<file path="src/rtl/rx_byte_fifo_pkg.sv">
// Shared constants and types for the RS232 receive byte FIFO.
package rx_byte_fifo_pkg;

  localparam int DW         = 8;
  localparam int AW_DEFAULT = 3;
  localparam int PERR_W     = 8;
  localparam logic [PERR_W-1:0] PERR_MAX = 8'hFF;

  // One queued entry: received byte plus its parity verdict.
  typedef struct packed {
    logic          ok;
    logic [DW-1:0] data;
  } entry_t;

  function automatic logic [PERR_W-1:0] sat_inc(input logic [PERR_W-1:0] v);
    return (v == PERR_MAX) ? v : v + 1'b1;
  endfunction

endpackage

</file>
<file path="src/rtl/rx_byte_fifo_ram.sv">
// Entry storage for rx_byte_fifo: synchronous write, asynchronous read.
module rx_byte_fifo_ram
  import rx_byte_fifo_pkg::*;
#(
  parameter int AW = AW_DEFAULT
) (
  input  logic          clk,
  input  logic          we,
  input  logic [AW-1:0] waddr,
  input  entry_t        wdata,
  input  logic [AW-1:0] raddr,
  output entry_t        rdata
);

  entry_t mem [2**AW];

  // NOTE: storage has no reset; the top masks the read port while empty.
  always_ff @(posedge clk) begin
    if (we) mem[waddr] <= wdata;
  end

  assign rdata = mem[raddr];

endmodule

</file>
<file path="src/rtl/rx_byte_fifo.sv">
// Receive buffer behind the RS232 receiver: captures each end-of-reception into a
// first-word-fall-through FIFO with sticky overflow and parity-error counting.
module rx_byte_fifo
  import rx_byte_fifo_pkg::*;
#(
  parameter int AW       = AW_DEFAULT,
  parameter bit DROP_BAD = 1'b0
) (
  input  logic              CLK,
  input  logic              RST,
  input  logic              EOR,
  input  logic [DW-1:0]     D,
  input  logic              DVD,
  input  logic              RD,
  input  logic              CLR,
  output logic [DW-1:0]     DOUT,
  output logic              DOUT_OK,
  output logic              EMPTY,
  output logic              FULL,
  output logic [AW:0]       COUNT,
  output logic              OVF,
  output logic [PERR_W-1:0] PERR_CNT
);

  localparam logic [AW:0] DEPTH = (AW+1)'(2**AW);

  logic        e1, e2, e3;
  logic        wr, keep, wr_en, rd_en, ovf_evt, perr_evt;
  logic [AW:0] wptr, rptr, wptr_nxt, rptr_nxt, count_nxt;
  entry_t      head;

  // Reset to 1 so an EOR already high when reset releases is not taken as an edge.
  // NOTE: sequential state uses non-blocking assignments so every flop samples pre-edge values.
  always_ff @(posedge CLK or posedge RST) begin
    if (RST) begin
      e1 <= 1'b1;
      e2 <= 1'b1;
      e3 <= 1'b1;
    end else begin
      e1 <= EOR;
      e2 <= e1;
      e3 <= e2;
    end
  end

  assign wr       = e2 & ~e3;
  assign keep     = DVD | ~DROP_BAD;
  assign rd_en    = RD & ~EMPTY;
  assign wr_en    = wr & keep & (~FULL | RD);
  assign ovf_evt  = wr & keep & FULL & ~RD;
  assign perr_evt = wr & ~DVD;

  assign wptr_nxt  = wptr + (AW+1)'(wr_en);
  assign rptr_nxt  = rptr + (AW+1)'(rd_en);
  assign count_nxt = wptr_nxt - rptr_nxt;

  always_ff @(posedge CLK or posedge RST) begin
    if (RST) begin
      wptr  <= '0;
      rptr  <= '0;
      COUNT <= '0;
      EMPTY <= 1'b1;
      FULL  <= 1'b0;
    end else begin
      wptr  <= wptr_nxt;
      rptr  <= rptr_nxt;
      COUNT <= count_nxt;
      EMPTY <= (count_nxt == '0);
      FULL  <= (count_nxt == DEPTH);
    end
  end

  // A same-cycle overflow or parity event takes priority over CLR.
  always_ff @(posedge CLK or posedge RST) begin
    if (RST) begin
      OVF      <= 1'b0;
      PERR_CNT <= '0;
    end else begin
      if (ovf_evt)  OVF <= 1'b1;
      else if (CLR) OVF <= 1'b0;

      if (perr_evt)  PERR_CNT <= CLR ? PERR_W'(1) : sat_inc(PERR_CNT);
      else if (CLR)  PERR_CNT <= '0;
    end
  end

  rx_byte_fifo_ram #(.AW(AW)) u_ram (
    .clk   (CLK),
    .we    (wr_en),
    .waddr (wptr[AW-1:0]),
    .wdata ('{ok: DVD, data: D}),
    .raddr (rptr[AW-1:0]),
    .rdata (head)
  );

  assign DOUT    = EMPTY ? '0   : head.data;
  assign DOUT_OK = EMPTY ? 1'b0 : head.ok;

endmodule

</file>
<file path="config.mk">
export PLATFORM = sky130hd
export DESIGN_NAME = rx_byte_fifo
export DESIGN_NICKNAME = d
export VERILOG_FILES = /design/src/rtl/rx_byte_fifo_pkg.sv /design/src/rtl/rx_byte_fifo_ram.sv /design/src/rtl/rx_byte_fifo.sv
export SDC_FILE = /design/constraint.sdc
export NUM_CORES = 1
export LEC_CHECK = 0
export CORE_MARGIN = 8
export CORE_UTILIZATION = 55
export DETAILED_ROUTE_END_ITERATION = 12
export PLACE_DENSITY = 0.85
export SLEW_MARGIN = 25
export SYNTH_ARGS = -nofsm -noshare
export SYNTH_HDL_FRONTEND = slang
export SYNTH_SLANG_ARGS = --single-unit
</file>
<file path="constraint.sdc">
create_clock -name CLK -period 5.3 [get_ports CLK]
set_input_delay 1.59 -clock CLK [delete_from_list [all_inputs] [get_ports CLK]]
set_output_delay 1.59 -clock CLK [all_outputs]
set_load 0.01 [all_outputs]
</file>
==> results of run 1 <==
[Yosys cell counts]
master / n / area, µm²
nor3_1: 3 / 15.0
nor4b_4: 1 / 23.8
nand2b_1: 3 / 18.8
nor2_1: 23 / 86.3
nand4_1: 3 / 18.8
o31ai_1: 1 / 7.51
nor4_1: 1 / 6.26
xor2_1: 8 / 70.1
a211oi_1: 1 / 7.51
nand2_1: 5 / 18.8
o32ai_1: 1 / 8.76
buf_4: 2 / 15.0
mux4_2: 18 / 405
ha_1: 8 / 100
nand3_2: 2 / 20.0
fa_1: 1 / 20.0
xnor2_2: 2 / 32.5
a311oi_4: 1 / 26.3
dfstp_2: 4 / 105
a22oi_1: 1 / 7.51
inv_1: 11 / 41.3
clkbuf_1: 3 / 11.3
mux2i_1: 10 / 100
a21oi_1: 2 / 10.0
xor3_2: 1 / 25.0
buf_6: 1 / 11.3
edfxtp_1: 72 / 2160
and3_1: 3 / 18.8
or2b_1: 1 / 7.51
dfrtp_1: 22 / 551
buf_2: 1 / 5.00
a21o_1: 1 / 7.51
[final cells by class]
class                   count  area share (%)
repair buffers             40            8.44
clock inverters             5            1.08
clock buffers              11            3.50
flip-flops and latches     98            60.6
well taps                  99            2.66
inverters                  11           0.887
multi-input cells         101            22.9
[power by group through the flow]
| stage | logic [mW] | registers [mW] | clock network (mW) |
|---|---|---|---|
| 2_1_floorplan | 0.622 | 0.993 | 0 |
| 3_3_place_gp | 0.827 | 1.04 | 0 |
| 3_5_place_dp | 0.856 | 1.05 | 0 |
| 4_1_cts | 0.859 | 1.04 | 0.502 |
| 5_1_grt | 0.922 | 1.05 | 0.533 |
| 6_report | 0.838 | 1.03 | 0.490 |
[flip-flops by register name (all words and copies together) (netlist names), 4 cells and up]
signal     flops
COUNT          4
rptr           4
wptr           4
PERR_CNT       8
u_ram.mem     72
[worst min path at each step]
stage / from / slack, ns / depth (start not counted) / end
after floorplan: e1 / 0.35 / 0 / e2
after global placement: e1 / 0.35 / 0 / e2
after detailed placement: e1 / 0.35 / 0 / e2
after CTS: e1 / 0.36 / 0 / e2
after global routing: e1 / 0.37 / 0 / e2
final: e1 / 0.36 / 0 / e2
[through the flow]
stage | total power [mW] | setup slack [ns] | hold slack, ns | std cells
detailed placement | 1.91 | 1.13 | 0.347 | 349
global placement | 1.87 | 1.26 | 0.346 | 349
finish | 2.36 | 1.26 | 0.361 | 365
floorplan | 1.61 | 1.84 | 0.345 | 217
CTS | 2.40 | 1.21 | 0.360 | 365
global route | 2.50 | 1.12 | 0.368 | 365
[layer usage]
metal | GRT usage [%] | vias to the layer above
met5 | 0 | -
met4 | 7.67 | 0
met3 | 4.63 | 12
met2 | 22.3 | 58
met1 | 18.0 | 1018
li1 | - | 909
[logic make-up after synthesis]
logic type                 after synthesis  share of synthesized area (%)
AOI/OAI and AO/OA                        8                           1.89
xor gates and xnor gates                11                           3.22
adders and majority gates                9                           3.03
buffers and inverters                   18                           2.11
DFF                                     98                           71.1
muxes                                   28                           12.8
and+or+nand+nor                         45                           5.90
==> results.py, run 1 <==
metrics = {
    "pwr": {
        "clkPwrFrac_pct": 20.7,
        "comb_power_share_pct": 35.5,
        "power.density_nw_per_um2": 508,
        "p_leak_nw": 1.70,
        "p_switching_mw": 0.711,
        "intPower_mw": 1.65,
        "peakVddDrop_uv": 351,
        "pwr-share-seq_pct": 43.8,
        "swShare_pct": 30.1,
    },
    "setup_path": {
        "worstSetupStartpoint": "rptr[1]",
        "cp-end-kind": "output pin",
        "max_stage_delay_ns": 0.95,
        "endpoint": "DOUT_OK",
        "path_buf_inv": 1,
        "critPathLaunchType": "flip-flop",
        "reg2reg_to": "EMPTY",
        "cp_max_fo": 20,
        "cp.required_ns": 3.71,
        "path_depth": 4,
        "ff2ff_path_depth": 9,
        "r2r-start": "e2",
        "r2r_slack_ns": 2.58,
        "worstPathCellList": "mux4_2, mux2i_1, nor2_1, clkdlybuf4s50_1",
        "crit_family": "flip-flops",
        "critPathSlowestCell": "dfrtp_1",
        "crit_arrival_ns": 2.45,
        "critical_path_class": "reg2out",
    },
    "routing": {
        "drtPass1Iterations": 4,
        "wirelength_mm": 6.85,
        "routedWlPerCell_um": 18.8,
        "wl_met3_um": 423,
        "first_iter_violations": 65,
        "wl_met2_mm": 3.26,
        "drt-met1-wl_mm": 3.03,
        "num_vias": 1997,
        "drc": 0,
        "ant_nets": 0,
        "routed_via_density": 5.47,
        "top_layer": "met4",
    },
    "cts": {
        "cts_setup_buffers": 0,
        "cts_root_buf": "clkbuf_8",
        "cts_resized": 0,
        "h-tree-depth": 3,
        "path_clk_slew_ns": 0.08,
        "numCtsBuffers": 9,
        "cts_tree": "yes",
        "clk_latency_ns": 0.35,
        "clk_path_buf_depth": 2,
        "clock_sinks": 98,
        "hold_buffers": 0,
    },
    "finish": {
        "regArea_um2": 2820,
        "fill_cells": 489,
        "fin_area_um2": 4650,
        "layout_commonest_cell": "edfxtp_1",
        "drive_above_1_share_pct": 18.8,
        "syn_to_final_growth_pct": 17.4,
        "final_util_pct": 65.6,
        "multi_input_area_um2": 1060,
        "num_antenna_cells": 0,
        "fin_nets": 284,
        "final_cell_mix": "edfxtp_1, clkdlybuf4s50_1, dfrtp_1, nor2_1, mux4_2",
    },
    "synth": {
        "synth-seq-cells": 98,
        "synth.distinct_cells": 32,
        "seq_area_frac_synth_pct": 71.1,
        "syn-num-nets": 240,
        "synth_cells": 217,
        "yosysWarnings": 0,
        "syn_area_per_cell_um2": 18.3,
        "synth_area_um2": 3960,
    },
    "placement": {
        "dpl.hpwl_mm": 4.45,
        "gp_congestion": 0.804,
        "io_buffers": 37,
        "place_area_um2": 4440,
    },
    "sta": {
        "setup_viol": 0,
        "worstMarginPinSlew_ns": 0.989,
        "tns_ns": 0,
        "post-route-period-util_pct": 76.2,
        "slew_viol_final": 0,
        "report.final.hold_viol_count": 0,
        "rsz0062_at_grt": "false",
        "fmax_ghz": 0.248,
        "relSlewSlack_pct": 33.8,
        "fin_skew_ns": 0.00529,
        "fin_crit_ns": 4.04,
    },
    "run_status": {
        "status": "finished, final reports clean",
    },
    "die": {
        "rows": 31,
        "die_area_um2": 10200,
        "io_pins": 38,
        "core-area_um2": 7100,
        "dieWidth_um": 101,
        "die_y_um": 101,
        "initial_core_util_pct": 55.8,
    },
    "global_routing": {
        "overflow": 0,
        "antenna_found_initial": 0,
        "grt_pass1_vias": 2131,
        "grt_pass1_wl_mm": 10.8,
        "grt_usage_pct": 14.5,
        "grt_max_degree": 27,
    },
    "flow_run": {
        "cap_violations": 0,
    },
    "worst_hold_path": {
        "hold_path.class": "reg2reg",
    },
}
Power figures use the tool's default switching activity.
==> run 2: changes to the inputs <==
Settings changed: CORE_UTILIZATION 55 to 51, PLACE_DENSITY 0.85 to 0.83.
Clock period 5.3 ns to 3.4 ns, I/O delays scaled along.
==> run 2 against run 1 <==
Design area rose by 2.4%. Hold slack improved by 0.0017 ns. Clock skew rose by 0.0020 ns. Count of clock-buffer cells in the layout fell by 2. Utilization fell by 3.2 points.
==> results.py, run 2 (same netlist as run 1, synthesis figures left out) <==
metrics = {
    "run_status": {
        "status": "finished, final reports clean",
    },
    "die": {
        "core-area_um2": 7650,
        "dieWidth_um": 104,
        "die_y_um": 104,
        "rows": 32,
        "die_area_um2": 10800,
        "io_pins": 38,
        "initial_core_util_pct": 51.8,
    },
    "worst_hold_path": {
        "whs_path_depth": 0,
        "hold_path.class": "reg2reg",
        "min_from": "e1",
        "hold_end": "e2",
    },
    "setup_path": {
        "crit_family": "multiplexers",
        "critPathSlowestCell": "mux4_2",
        "cp_max_fo": 18,
        "max_stage_delay_ns": 0.53,
        "reg2reg_to": "EMPTY",
        "path_buf_inv": 2,
        "r2r_slack_ns": 0.73,
        "crit_arrival_ns": 2.24,
        "ff2ff_path_depth": 9,
        "path_depth": 5,
        "cp-end-kind": "output pin",
        "critical_path_class": "reg2out",
        "critPathLaunchType": "flip-flop",
        "worstPathCellList": "buf_12, mux4_2, mux2i_1, nor2_1, clkdlybuf4s50_1",
        "cp.required_ns": 2.38,
        "r2r-start": "e2",
    },
    "global_routing": {
        "grt_usage_pct": 13.8,
        "antenna_found_initial": 0,
        "overflow": 0,
        "grt_pass1_vias": 2203,
        "grt_pass1_wl_mm": 11.5,
        "grt_max_degree": 20,
    },
    "finish": {
        "final_cell_mix": "edfxtp_1, clkdlybuf4s50_1, nor2_1",
        "layout_commonest_cell": "edfxtp_1",
        "largest_register_ffs": 72,
        "regMostFlops": "u_ram.mem",
        "num_antenna_cells": 0,
        "drive_above_1_share_pct": 22.3,
        "reg.largest.list": "u_ram.mem x72, PERR_CNT x8",
        "fin_nets": 300,
        "syn_to_final_growth_pct": 20.3,
        "final_util_pct": 62.3,
    },
    "cts": {
        "clk_latency_ns": 0.35,
        "cts_root_buf": "clkbuf_8",
        "h-tree-depth": 3,
        "hold_buffers": 0,
        "cts_setup_buffers": 0,
        "cts_tree": "yes",
        "path_clk_slew_ns": 0.09,
        "cts_resized": 0,
        "numCtsBuffers": 9,
        "clk_path_buf_depth": 2,
        "clock_sinks": 98,
    },
    "placement": {
        "dpl.hpwl_mm": 4.86,
        "gp_congestion": 0.776,
        "io_buffers": 37,
    },
    "routing": {
        "ant_nets": 0,
        "drt-met1-wl_mm": 3.20,
        "drc": 0,
        "num_vias": 2034,
        "top_layer": "met4",
        "routedWlPerCell_um": 18.7,
        "wl_met2_mm": 3.49,
        "drtPass1Iterations": 4,
        "first_iter_violations": 45,
        "routed_via_density": 5.30,
        "wirelength_mm": 7.17,
        "wl_met3_um": 367,
    },
    "pwr": {
        "p_leak_nw": 1.77,
        "peakVddDrop_uv": 549,
        "power.density_nw_per_um2": 781,
        "finalPower_mw": 3.72,
    },
    "sta": {
        "whs_ns": 0.363,
        "tns_ns": 0,
        "worstMarginPinSlew_ns": 0.643,
        "fin_crit_ns": 3.26,
        "fmax_ghz": 0.306,
        "post-route-period-util_pct": 96.0,
        "slew_viol_final": 0,
        "report.final.hold_viol_count": 0,
        "relSlewSlack_pct": 57.1,
        "fin_skew_ns": 0.00726,
        "rsz0062_at_grt": "false",
        "setup_viol": 0,
    },
    "flow_run": {
        "cap_violations": 0,
    },
}
[run 2: worst max path at each step]
stage                        from       to
final                     rptr[0]  DOUT_OK
after global routing      rptr[0]  DOUT_OK
after CTS                 rptr[0]  DOUT_OK
after detailed placement       RD    EMPTY
after global placement         RD    EMPTY
after floorplan                RD    EMPTY
[run 2: where the power goes]
group | switching, mW | internal [mW] | leakage (nW)
clock network | 0.380 | 0.338 | 0.0932
registers | 0.115 | 1.45 | 0.971
logic | 0.652 | 0.789 | 0.701
[run 2: cell type report]
type                       instances  area [µm²]
clock buffer                       9         124
clock inverter                     7        68.8
fill                             560        2880
inverter                          11        41.3
multi-input combinational        101        1060
sequential                        98        2820
tap                              102         128
timing repair buffer              56         526
[run 2: layer usage]
layer,up-vias,track usage [%]
met5,-,0
met4,0,6.62
met3,9,3.66
met2,54,21.8
met1,1028,17.3
li1,943,-
[run 2: stage by stage]
| stage | area, µm² | std cells | setup slack (ns) |
|---|---|---|---|
| after floorplan | 3960 | 217 | 0.512 |
| after global placement | 4570 | 368 | 0.0415 |
| after detailed placement | 4570 | 368 | -0.0863 |
| after CTS | 4770 | 384 | 0.102 |
| after global routing | 4770 | 384 | 0.00988 |
| final | 4770 | 384 | 0.135 |
==> run 3: changes to the inputs <==
Settings changed: PLACE_DENSITY 0.83 to 0.86.
==> run 3 against run 2 <==
Hold slack got worse by 0.0022 ns. Flip-flop and latch count is the same. Non-clock buffer count fell by 5. Design area is 0.87% lower. Critical endpoint unchanged. Largest cell class unchanged.
==> results.py, run 3 (same netlist as run 1, synthesis figures left out) <==
metrics = {
    "finish": {
        "fin_nets": 295,
        "num_antenna_cells": 0,
        "reg.largest.list": "u_ram.mem x72, PERR_CNT x8",
        "instances_no_fill": 379,
        "drive_above_1_share_pct": 21.3,
        "fin_area_um2": 4730,
        "fill_cells": 555,
        "syn_to_final_growth_pct": 19.2,
        "layout_commonest_cell": "edfxtp_1",
        "largest_register_ffs": 72,
        "regMostFlops": "u_ram.mem",
        "final_util_pct": 61.8,
        "final_cell_mix": "edfxtp_1, clkdlybuf4s50_1, nor2_1",
    },
    "sta": {
        "fin_skew_ns": 0.0109,
        "setup_ws_ns": 0.142,
        "worstMarginPinSlew_ns": 0.718,
        "fin_crit_ns": 3.26,
        "fmax_ghz": 0.307,
        "report.final.hold_viol_count": 0,
        "relSlewSlack_pct": 52.2,
        "setup_viol": 0,
        "rsz0062_at_grt": "false",
        "post-route-period-util_pct": 95.8,
        "slew_viol_final": 0,
    },
    "routing": {
        "ant_nets": 0,
        "drtPass1Iterations": 4,
        "routedWlPerCell_um": 18.7,
        "drc": 0,
        "num_vias": 2018,
        "routed_via_density": 5.32,
        "first_iter_violations": 120,
        "wirelength_mm": 7.08,
    },
    "pwr": {
        "peakVddDrop_uv": 668,
        "p_leak_nw": 1.74,
        "finalPower_mw": 3.70,
        "power.density_nw_per_um2": 782,
    },
    "placement": {
        "place_area_um2": 4520,
        "dp.cells": 363,
        "gp_congestion": 0.727,
        "dp_slack_ns": -0.102,
        "dpl.hpwl_mm": 4.62,
        "io_buffers": 37,
    },
    "setup_path": {
        "cp_max_fo": 14,
        "cp.required_ns": 2.38,
        "r2r-start": "EMPTY",
        "critPathLaunchType": "flip-flop",
        "cp-end-kind": "output pin",
        "critical_path_class": "reg2out",
        "worstPathCellList": "buf_8, mux4_2, mux2i_1, nor2_1, clkdlybuf4s50_1",
        "crit_arrival_ns": 2.24,
        "ff2ff_path_depth": 9,
        "critPathSlowestCell": "mux4_2",
        "r2r_slack_ns": 0.69,
        "reg2reg_to": "EMPTY",
        "max_stage_delay_ns": 0.51,
    },
    "die": {
        "rows": 32,
        "die_area_um2": 10800,
        "die_y_um": 104,
        "io_pins": 38,
        "dieWidth_um": 104,
        "core-area_um2": 7650,
        "initial_core_util_pct": 51.8,
    },
    "cts": {
        "hold_buffers": 0,
        "h-tree-depth": 3,
        "cts_setup_buffers": 0,
        "numCtsBuffers": 9,
        "clk_path_buf_depth": 2,
        "path_clk_slew_ns": 0.09,
        "cts_root_buf": "clkbuf_8",
        "clock_sinks": 98,
        "clk_latency_ns": 0.36,
        "cts_tree": "yes",
    },
    "worst_hold_path": {
        "hold_end": "e2",
        "min_from": "e1",
        "hold_path.class": "reg2reg",
        "whs_path_depth": 0,
    },
    "global_routing": {
        "grt_pass1_vias": 2224,
        "grt_max_degree": 27,
        "grt_usage_pct": 14.0,
        "antenna_found_initial": 0,
        "grt_pass1_wl_mm": 11.5,
        "overflow": 0,
    },
    "run_status": {
        "status": "finished, final reports clean",
    },
    "flow_run": {
        "cap_violations": 0,
    },
}
## run 3: power by group
group | leakage, nW | total [mW] | internal [mW] | switching [mW]
registers | 0.971 | 1.57 | 1.45 | 0.121
clock network | 0.101 | 0.730 | 0.343 | 0.387
logic | 0.671 | 1.40 | 0.771 | 0.628
## run 3: worst max-delay path by stage
stage	end	from	slack, ns	depth (start not counted)
4_1_cts	DOUT_OK	rptr[0]	0.003	5
2_1_floorplan	EMPTY	RD	0.51	9
3_5_place_dp	EMPTY	RD	-0.10	10
5_1_grt	DOUT_OK	rptr[0]	0.02	5
3_3_place_gp	EMPTY	RD	0.03	10
6_report	DOUT_OK	rptr[0]	0.14	5
## run 3: per-layer routing
| metal | share of wire [%] | global-route usage, % | up-vias |
|---|---|---|---|
| li1 | - | - | 934 |
| met3 | 5.0 | 3.97 | 14 |
| met1 | 44 | 17.3 | 1013 |
| met4 | 2.5 | 8.58 | 0 |
| met5 | 0 | 0 | - |
| met2 | 48 | 21.5 | 57 |
## run 3: cell type report
class                   instances  area, µm²  area share (%)
flip-flops and latches         98       2820            59.6
multi-input cells             101       1060            22.5
repair buffers                 51        483            10.2
clock buffers                  10        128            2.70
well taps                     102        128            2.70
clock inverters                 6       66.3            1.40
inverters                      11       41.3           0.874
## run 3: what timing repair did
action,in CTS,in global routing
setup endpoints to repair,0,5
resized for setup,0,2
hold endpoints to repair,0,0
## run 3: worst max-delay path: cells and delay by family (launching register included)
kind / cells / cell delay [ns]
multiplexers: 2 / 0.72
flip-flops: 1 / 0.39
AND/OR/NAND/NOR: 1 / 0.06
buffers and inverters: 2 / 0.69
## run 3: stage by stage
step	hold slack [ns]	TNS, ns
after floorplan	0.345	0
after global placement	0.346	0
after detailed placement	0.347	-0.102
after CTS	0.360	0
after global routing	0.370	0
final	0.360	0
